File: src/rtl/wb_trace_capture.sv
// Small FIFO with async reset and flush; storage is registered, head readable in the cycle it becomes valid.
// A push into a full FIFO is accepted only when a pop happens in the same cycle.
module wb_trace_fifo #(
   parameter int WIDTH = 8,
   parameter int DEPTH = 4,
   localparam int AW = $clog2(DEPTH)
)(
   input  logic             CLK,
   input  logic             RST_ASYNC,
   input  logic             flush,
   input  logic             pushVld,
   input  logic [WIDTH-1:0] pushDat,
   input  logic             popRdy,
   output logic             popVld,
   output logic [WIDTH-1:0] popDat,
   output logic [AW:0]      count
);

   logic [WIDTH-1:0] mem [DEPTH];
   logic [AW-1:0]    wrPtr;
   logic [AW-1:0]    rdPtr;
   logic             full;
   logic             doPush;
   logic             doPop;

   assign popVld = (count != '0);
   assign full   = (count == (AW+1)'(DEPTH));
   assign doPop  = popVld & popRdy;
   assign doPush = pushVld & (~full | doPop);
   assign popDat = mem[rdPtr];

   // Storage is reset too, so the record fields read as zero out of reset.
   always_ff @(posedge CLK or posedge RST_ASYNC) begin
      if (RST_ASYNC) begin
         wrPtr <= '0;
         rdPtr <= '0;
         count <= '0;
         for (int i = 0; i < DEPTH; i++) mem[i] <= '0;
      end else if (flush) begin
         wrPtr <= '0;
         rdPtr <= '0;
         count <= '0;
      end else begin
         if (doPush) begin
            mem[wrPtr] <= pushDat;
            wrPtr      <= wrPtr + AW'(1);
         end
         if (doPop) rdPtr <= rdPtr + AW'(1);
         count <= count + (AW+1)'(doPush) - (AW+1)'(doPop);
      end
   end

endmodule

// Passive Wishbone B4 pipelined monitor: pairs address and data phases into trace records, flags violations.
// Record valid the cycle after its data phase; never stalls the bus, records hitting a full FIFO are counted and lost.
module wb_trace_capture #(
   parameter int ADDR_W = 32,
   parameter int DATA_W = 32,
   parameter int DEPTH = 8,
   parameter int OUT_DEPTH = 4,
   parameter int TIMEOUT = 256,
   localparam int SEL_W = DATA_W/8,
   localparam int CNT_W = $clog2(DEPTH)+1
)(
   input  logic              CLK,
   input  logic              RST_ASYNC,
   input  logic [ADDR_W-1:0] WB_ADR_IN,
   input  logic [DATA_W-1:0] WB_DAT_WR_IN,
   input  logic [DATA_W-1:0] WB_DAT_RD_IN,
   input  logic              WB_CYC_IN,
   input  logic              WB_STB_IN,
   input  logic              WB_WE_IN,
   input  logic              WB_STALL_IN,
   input  logic              WB_ACK_IN,
   input  logic              WB_ERR_IN,
   input  logic [SEL_W-1:0]  WB_SEL_IN,
   input  logic              CLR_IN,
   output logic              TRC_VALID_OUT,
   input  logic              TRC_READY_IN,
   output logic [ADDR_W-1:0] TRC_ADR_OUT,
   output logic [DATA_W-1:0] TRC_DAT_OUT,
   output logic [SEL_W-1:0]  TRC_SEL_OUT,
   output logic              TRC_WE_OUT,
   output logic              TRC_ERR_OUT,
   output logic [15:0]       TRC_LAT_OUT,
   output logic [CNT_W-1:0]  OUTSTANDING_OUT,
   output logic              ERR_ORPHAN_OUT,
   output logic              ERR_OVERFLOW_OUT,
   output logic              ERR_TIMEOUT_OUT,
   output logic              ERR_ABORT_OUT,
   output logic [15:0]       DROP_CNT_OUT
);

   localparam int OCNT_W = $clog2(OUT_DEPTH)+1;
   localparam int TMO_W  = (TIMEOUT > 0) ? $clog2(TIMEOUT+1) : 1;

   typedef struct packed {
      logic [ADDR_W-1:0] adr;
      logic              we;
      logic [SEL_W-1:0]  sel;
      logic [DATA_W-1:0] dat;
      logic [15:0]       ts;
   } req_t;

   typedef struct packed {
      logic [ADDR_W-1:0] adr;
      logic [DATA_W-1:0] dat;
      logic [SEL_W-1:0]  sel;
      logic              we;
      logic              err;
      logic [15:0]       lat;
   } rec_t;

   req_t              reqIn, reqHead, pairSrc;
   rec_t              recIn, recHead;
   logic              aStb, dStb;
   logic              reqVld, reqEmpty, reqFull, reqPush, reqFlush;
   logic              recVld, recFull, recPush, recDrop;
   logic [CNT_W-1:0]  reqCnt;
   logic [OCNT_W-1:0] recCnt;
   logic              cycQ;
   logic [15:0]       tsCnt;
   logic [TMO_W-1:0]  tmoCnt, tmoNext;
   logic              tmoHit;

   assign aStb     = WB_CYC_IN & WB_STB_IN & ~WB_STALL_IN;
   assign dStb     = WB_CYC_IN & (WB_ACK_IN | WB_ERR_IN);
   assign reqEmpty = ~reqVld;
   assign reqFull  = (reqCnt == CNT_W'(DEPTH));
   // Same-cycle address and data phase on an empty queue pairs directly and never enters the queue.
   assign reqPush  = aStb & ~(dStb & reqEmpty);
   assign reqFlush = cycQ & ~WB_CYC_IN & ~reqEmpty;
   assign recPush  = dStb & (aStb | ~reqEmpty);
   assign recFull  = (recCnt == OCNT_W'(OUT_DEPTH));
   assign recDrop  = recPush & recFull & ~(recVld & TRC_READY_IN);

   always_comb begin
      reqIn.adr   = WB_ADR_IN;
      reqIn.we    = WB_WE_IN;
      reqIn.sel   = WB_SEL_IN;
      reqIn.dat   = WB_DAT_WR_IN;
      reqIn.ts    = tsCnt;
      pairSrc     = reqEmpty ? reqIn : reqHead;
      recIn.adr   = pairSrc.adr;
      recIn.dat   = pairSrc.we ? pairSrc.dat : WB_DAT_RD_IN;
      recIn.sel   = pairSrc.sel;
      recIn.we    = pairSrc.we;
      recIn.err   = WB_ERR_IN;
      recIn.lat   = tsCnt - pairSrc.ts;
   end

   wb_trace_fifo #(.WIDTH($bits(req_t)), .DEPTH(DEPTH)) reqFifo (
      .CLK(CLK), .RST_ASYNC(RST_ASYNC), .flush(reqFlush),
      .pushVld(reqPush), .pushDat(reqIn),
      .popRdy(dStb), .popVld(reqVld), .popDat(reqHead),
      .count(reqCnt)
   );

   wb_trace_fifo #(.WIDTH($bits(rec_t)), .DEPTH(OUT_DEPTH)) recFifo (
      .CLK(CLK), .RST_ASYNC(RST_ASYNC), .flush(1'b0),
      .pushVld(recPush), .pushDat(recIn),
      .popRdy(TRC_READY_IN), .popVld(recVld), .popDat(recHead),
      .count(recCnt)
   );

   // Watchdog on the oldest request: holds at TIMEOUT rather than dropping the entry.
   always_comb begin
      tmoNext = tmoCnt;
      if (dStb | reqEmpty | reqFlush)
         tmoNext = '0;
      else if (TIMEOUT != 0 && tmoCnt != TMO_W'(TIMEOUT))
         tmoNext = tmoCnt + TMO_W'(1);
      tmoHit = (TIMEOUT != 0) && (tmoNext == TMO_W'(TIMEOUT));
   end

   always_ff @(posedge CLK or posedge RST_ASYNC) begin
      if (RST_ASYNC) begin
         cycQ             <= 1'b0;
         tsCnt            <= '0;
         tmoCnt           <= '0;
         ERR_ORPHAN_OUT   <= 1'b0;
         ERR_OVERFLOW_OUT <= 1'b0;
         ERR_TIMEOUT_OUT  <= 1'b0;
         ERR_ABORT_OUT    <= 1'b0;
         DROP_CNT_OUT     <= '0;
      end else begin
         cycQ   <= WB_CYC_IN;
         tsCnt  <= tsCnt + 16'd1;
         tmoCnt <= tmoNext;
         ERR_ORPHAN_OUT   <= (dStb & reqEmpty & ~aStb)  | (ERR_ORPHAN_OUT & ~CLR_IN);
         ERR_OVERFLOW_OUT <= (aStb & ~dStb & reqFull)   | (ERR_OVERFLOW_OUT & ~CLR_IN);
         ERR_TIMEOUT_OUT  <= tmoHit                     | (ERR_TIMEOUT_OUT & ~CLR_IN);
         ERR_ABORT_OUT    <= reqFlush                   | (ERR_ABORT_OUT & ~CLR_IN);
         if (CLR_IN)
            DROP_CNT_OUT <= {15'd0, recDrop};
         else if (recDrop && DROP_CNT_OUT != 16'hFFFF)
            DROP_CNT_OUT <= DROP_CNT_OUT + 16'd1;
      end
   end

   assign TRC_VALID_OUT   = recVld;
   assign TRC_ADR_OUT     = recHead.adr;
   assign TRC_DAT_OUT     = recHead.dat;
   assign TRC_SEL_OUT     = recHead.sel;
   assign TRC_WE_OUT      = recHead.we;
   assign TRC_ERR_OUT     = recHead.err;
   assign TRC_LAT_OUT     = recHead.lat;
   assign OUTSTANDING_OUT = reqCnt;

endmodule

File: config.mk
export PLATFORM = sky130hd
export DESIGN_NAME = wb_trace_capture
export DESIGN_NICKNAME = d
export VERILOG_FILES = /design/src/rtl/wb_trace_capture.sv
export SDC_FILE = /design/constraint.sdc
export NUM_CORES = 2
export LEC_CHECK = 0
export ABC_CLOCK_PERIOD_IN_PS = 34000
export BUFFER_PORTS_ARGS = -buffer_cell sky130_fd_sc_hd__buf_2
export CORE_UTILIZATION = 40
export DETAILED_ROUTE_END_ITERATION = 6
export GPL_TIMING_DRIVEN = 0
export PLACE_DENSITY = 0.59
export SLEW_MARGIN = 0
export SYNTH_ARGS = -nofsm -noshare
export SYNTH_HDL_FRONTEND = slang
export SYNTH_SLANG_ARGS = --single-unit
File: constraint.sdc
create_clock -name CLK -period 34 [get_ports CLK]
set_clock_uncertainty 0.05 [all_clocks]
set_input_delay 5.1 -clock CLK [delete_from_list [all_inputs] [get_ports CLK]]
set_output_delay 5.1 -clock CLK [all_outputs]
set_load 0.02 [all_outputs]
# Word level (Yosys, flattened, before mapping)

Index checks and enable logic that the tools add are counted.

RAM bits: 0
Input port bits: 110
Memory bits (read-only): 0
Register bits after elaboration: 1087
Latch bits: 0
Output and inout port bits: 111
Word-level logic and storage cells: 127
Memories kept: 0

Reductions and logical operators: 9
$add $sub $neg: 12
Bitwise logic cells: 46
Order comparisons: 6
$mul: 0
Muxes and demuxes: 23
Equality and inequality tests: 5
Shift-type cells: 0
Divide/modulo/power cells: 0

Operators with widths:

| cell                                                     | count |
|---|---|
| bitwise mux 680 bit                                      | 1 |
| bitwise mux 344 bit                                      | 1 |
| two-way mux 85 bit                                       | 4 |
| two-way mux 86 bit                                       | 3 |
| binary-select mux 85 bit (select 3 bit)                  | 1 |
| demux 85 bit (select 3 bit)                              | 1 |
| binary-select mux 86 bit (select 2 bit)                  | 1 |
| demux 86 bit (select 2 bit)                              | 1 |
| adder 16 x 1 -> 16 bit, second input constant            | 2 |
| two-way mux 16 bit                                       | 2 |
| two-way mux 32 bit                                       | 1 |
| AND 1 bit                                                | 21 |
| two-way mux 9 bit                                        | 2 |
| != test 16 bit, second input constant                    | 1 |
| subtractor 16 bit                                        | 1 |
| two-way mux 3 bit                                        | 4 |
| inverter 1 bit                                           | 11 |
| OR 1 bit                                                 | 10 |
| adder 9 x 1 -> 9 bit, second input constant              | 1 |
| == test 9 bit, second input constant                     | 1 |
| != test 9 bit, second input constant                     | 1 |
| greater-or-equal comparator 4 bit, second input constant | 2 |
| inverter 3 -> 4 bit                                      | 2 |
| adder 3 x 1 -> 3 bit, second input constant              | 2 |
| 17 further kinds                                         | 24 |

# Longest topological paths before layout

Depth after elaboration: 9
Gate-level depth with buffers: 16
Gate-level depth less buffers: 13

# Modules after synthesis

From an unflattened synthesis, not the netlist that was laid out.

Cells, all modules: 3192
Area total of the unflattened synthesis: 51688.3 µm²

Modules (own cells, without submodules):

| module                  | area each (µm²) | times used | cells an instance |
|---|---|---|---|
| wb_trace_fifo (reqFifo) | 31651.6         | 1          | 1817 |
| wb_trace_fifo (recFifo) | 15756.4         | 1          | 880 |
| wb_trace_capture        | 4280.4          | 1          | 495 |

# Worst setup path before layout

Ideal clock, no wire load.

Path type: register -> output
Start: register recFifo.rdPtr[0]
End: output port TRC_ADR_OUT[23]
Data required time: 28.850 ns
Slack: 26.909 ns
Buffers on the path: 3
Arrival: 1.941 ns
Stages on the path, launching flop included: 5
Cell sequence: dfrtp_1 > clkbuf_1 > buf_2 > buf_1 > mux4_2

Word-level cells in the longest chain between the ends: 4

Ends and longest elaborated chain:

| what                                                  | line | source |
|---|---|---|
| start: declaration                                    | 21   | `logic [AW-1:0] rdPtr;` |
| start signal: assignment                              | 48   | `if (doPop) rdPtr <= rdPtr + AW'(1);` |
| inverter 2 -> 3 bit (not written as such)             | 30   | `assign popDat = mem[rdPtr];` |
| binary-select mux 86 bit (select 2 bit)               | 30   |  |
| two-way mux 86 bit (not written as such) (2 in a row) | 30   |  |
| end: declaration                                      | 81   | `output logic [ADDR_W-1:0] TRC_ADR_OUT,` |

No other way between the ends. The select of a mux whose other input is x is not followed.

# Final worst setup path

Start: register recFifo.rdPtr[0]
End: output port TRC_ADR_OUT[28]

Same word-level chain as after synthesis.

==> out/summary.txt <==
VDD IR-drop max = 53.2 uV
Area delta synth->final = 15.5%
TritonCTS buffer count = 113
Post-CTS Setup Inserts = 0
Initial Util = 40.3%
RSZ-0062 raised after global routing = false
CTS Sinks = 1087
Post-synthesis sequential area ratio = 55.5%
Final setup violation count = 0
Global-route wire length before repair = 212000 um
Predominant post-synthesis flop cell = dfrtp_1
Max Cap Viol = 0
Die area = 124000 um2
Drt pass-1 iters = 7
H-tree levels = 3
DR WL/cell = 24.2 um
Total vias in the final route = 31200
Synth cell types = 61
P_sw = 1820 uW
GRT overflow = 0
CP Max Fanout = 10
Share of cells above drive strength 1 = 34.9%
Reg area = 27200 um2
Root Buffer = clkbuf_16
DIE HEIGHT = 352 um
Io pins = 221
Type of origin of the critical path = register
Critical setup path kind = register to output pin
Outcome = complete, no violations
Final hold vios = 0
Vias per inst = 5.47
Die Width = 352 um
Reg2reg setup slack = 28.21 ns
Int Pwr = 3160 uW
Reg2reg end = recFifo.mem[15]
CTS max path bufs = 3
CTS tree = yes
Hold path depth = 2
Placed inst area = 52800 um2
Non-filler cells, final = 5708
HP Class = register to register
Hold_sp = recFifo.mem[232]
Sequential fraction of design power = 36.6%
Nature of the critical path endpoint = output pin
HPWL Detailed = 94700 um
Logic pwr share = 37.7%
Syn Inst Count = 3615
#FFs+latches synth = 1087
Post-route clock period utilization = 27.1%
GRT Util Overall = 22.5%
IO buf count = 219
Largest net degree at the start of global routing = 42
Fillcell total = 11000
Cells after DPL = 5490
Sw frac = 36.5%
Clock Latency Late Sink = 0.70 ns
Hold Buf Count CTS = 0
Worst Path Arrival = 4.06 ns
Hold Path End = recFifo.mem[232]
DRT Wirelength = 138000 um
DRC = 0
Vias in the first global route = 32700
Post-Syn Area = 49000 um2
Min Tclk post-route = 9.21 ns
Clk pin slew, worst setup/hold paths = 0.06 ns
Initial antenna violation count = 13
R2R depth = 15
Post-route ant nets = 0
Layout Nets = 4128
WP data required = 28.85 ns
Multi-input gate area = 20600 um2
Finished Cell Area = 56700 um2
Worst slew margin = 11.0%
Max-slew violations = 0
Yosys Warn Count = 0
CORE AREA = 122000 um2
Worst R2R Start = reqFifo.count[2]
Post-synth net total = 3763
Worst-margin pin slew = 1.34 ns
Max Clock Freq = 109 MHz
Clock network fraction of design power = 25.6%
Post-cts sizing count = 0
PD cells = 87.7 nW/um2
Post-synth EDFFs = 0
Async S/R FF share, synth = 100%
FP Rows = 128
Avg Cell Area, Syn = 13.6 um2
Gp weighted congestion = 0.803
Setup TNS = 0 ns
1st-iter DRT viols = 2099
Leakage = 0.0262 uW
-- layer usage --
layer / up-vias / wire, um / GRT usage, %
met2: 643 / 65800 / 36.0
li1: 13800 / - / -
met1: 16600 / 62000 / 31.7
met3: 178 / 6560 / 3.60
met4: 6 / 3440 / 6.64
met5: - / 36 / 0
-- cell families after synthesis --
logic type / after synthesis / share of synthesized area [%]
AND/OR/NAND/NOR: 625 / 5.36
XOR/XNOR: 54 / 0.964
flip-flops: 1087 / 55.5
buffers and inverters: 287 / 2.56
multiplexers: 1018 / 29.0
AO/OA/AOI/OAI: 506 / 5.60
adder cells (fa/ha/maj): 38 / 1.02
-- through the flow --
stage	utilization, %	setup slack (ns)	total power [uW]	hold WS (ns)
4_1_cts	46.5	24.60	5020	0.428
3_5_place_dp	43.4	25.24	3740	0.415
6_report	46.6	24.79	4970	0.423
2_1_floorplan	-	13.85	3090	0.393
3_3_place_gp	42.9	7.17	3710	0.406
5_1_grt	46.5	24.61	5260	0.448
-- synth_stat cells (57+ instances only) --
cell | instances | area [um2]
mux4_2 | 256 | 5770
clkbuf_1 | 128 | 480
mux2_2 | 619 | 6970
buf_2 | 81 | 405
a21oi_1 | 81 | 405
mux2_1 | 57 | 642
mux2i_1 | 86 | 861
o21ai_0 | 359 | 1800
dfrtp_1 | 1087 | 27200
nor2_1 | 100 | 375
nand2_1 | 426 | 1600
-- area by class of cell --
type / count / area share (%)
Buffer: 260 / 2.05
Clock inverter: 33 / 0.744
Tap cell: 1625 / 3.59
Timing Repair Buffer: 250 / 3.03
Sequential cell: 1087 / 48.0
Clock buffer: 175 / 6.01
Multi-Input combinational cell: 2241 / 36.4
Antenna cell: 10 / 0.0442
Inverter: 27 / 0.185
-- sequential cells by signal, indices dropped and copies added (netlist names), 2 cells and up --
signal / flops
reqFifo.mem: 680
recFifo.rdPtr: 2
tsCnt: 16
reqFifo.count: 4
recFifo.mem: 344
tmoCnt: 9
reqFifo.rdPtr: 3
DROP_CNT_OUT: 16
reqFifo.wrPtr: 3
recFifo.count: 3
recFifo.wrPtr: 2
-- placed cells by master (no fill, tap or decap), drive strengths merged, types with 8 or more instances in the layout --
| cell type | count |
|---|---|
| nor3 | 13 |
| xnor2 | 32 |
| nand2b | 8 |
| mux2i | 86 |
| mux4 | 256 |
| mux2 | 676 |
| buf | 382 |
| xor2 | 22 |
| nor2 | 100 |
| dfrtp | 1087 |
| bufinv | 8 |
| clkinv | 21 |
| clkbuf | 303 |
| nand2 | 427 |
| diode | 10 |
| o221ai | 33 |
| a21oi | 81 |
| nand4 | 9 |
| nand3 | 23 |
| inv | 27 |
| or3 | 11 |
| ha | 35 |
| o21ai | 362 |
-- how the worst max path moves through the flow --
stage | start | cells after the start | endpoint
2_1_floorplan | RST_ASYNC | 1 | DROP_CNT_OUT[0]
3_3_place_gp | RST_ASYNC | 2 | reqFifo.mem[423]
3_5_place_dp | WB_ERR_IN | 9 | reqFifo.mem[674]
4_1_cts | recFifo.rdPtr[0] | 5 | TRC_ADR_OUT[30]
5_1_grt | recFifo.rdPtr[0] | 5 | TRC_ADR_OUT[30]
6_report | recFifo.rdPtr[0] | 5 | TRC_ADR_OUT[28]
-- critical path, cell delays in order, from the launching register on --
cell and delay [ns]:
dfrtp_1 0.32, clkbuf_1 0.80, buf_2 0.57, buf_1 0.83, mux4_2 0.64, buf_2 0.18
-- power groups by stage --
stage          combinational (uW)  sequential [uW]  clock, uW
3_5_place_dp                 1900             1840          0
6_report                     1880             1820       1270
2_1_floorplan                1280             1800          0
3_3_place_gp                 1860             1850          0
5_1_grt                      2040             1870       1350
4_1_cts                      1900             1820       1300
Power figures use the tool's default switching activity.
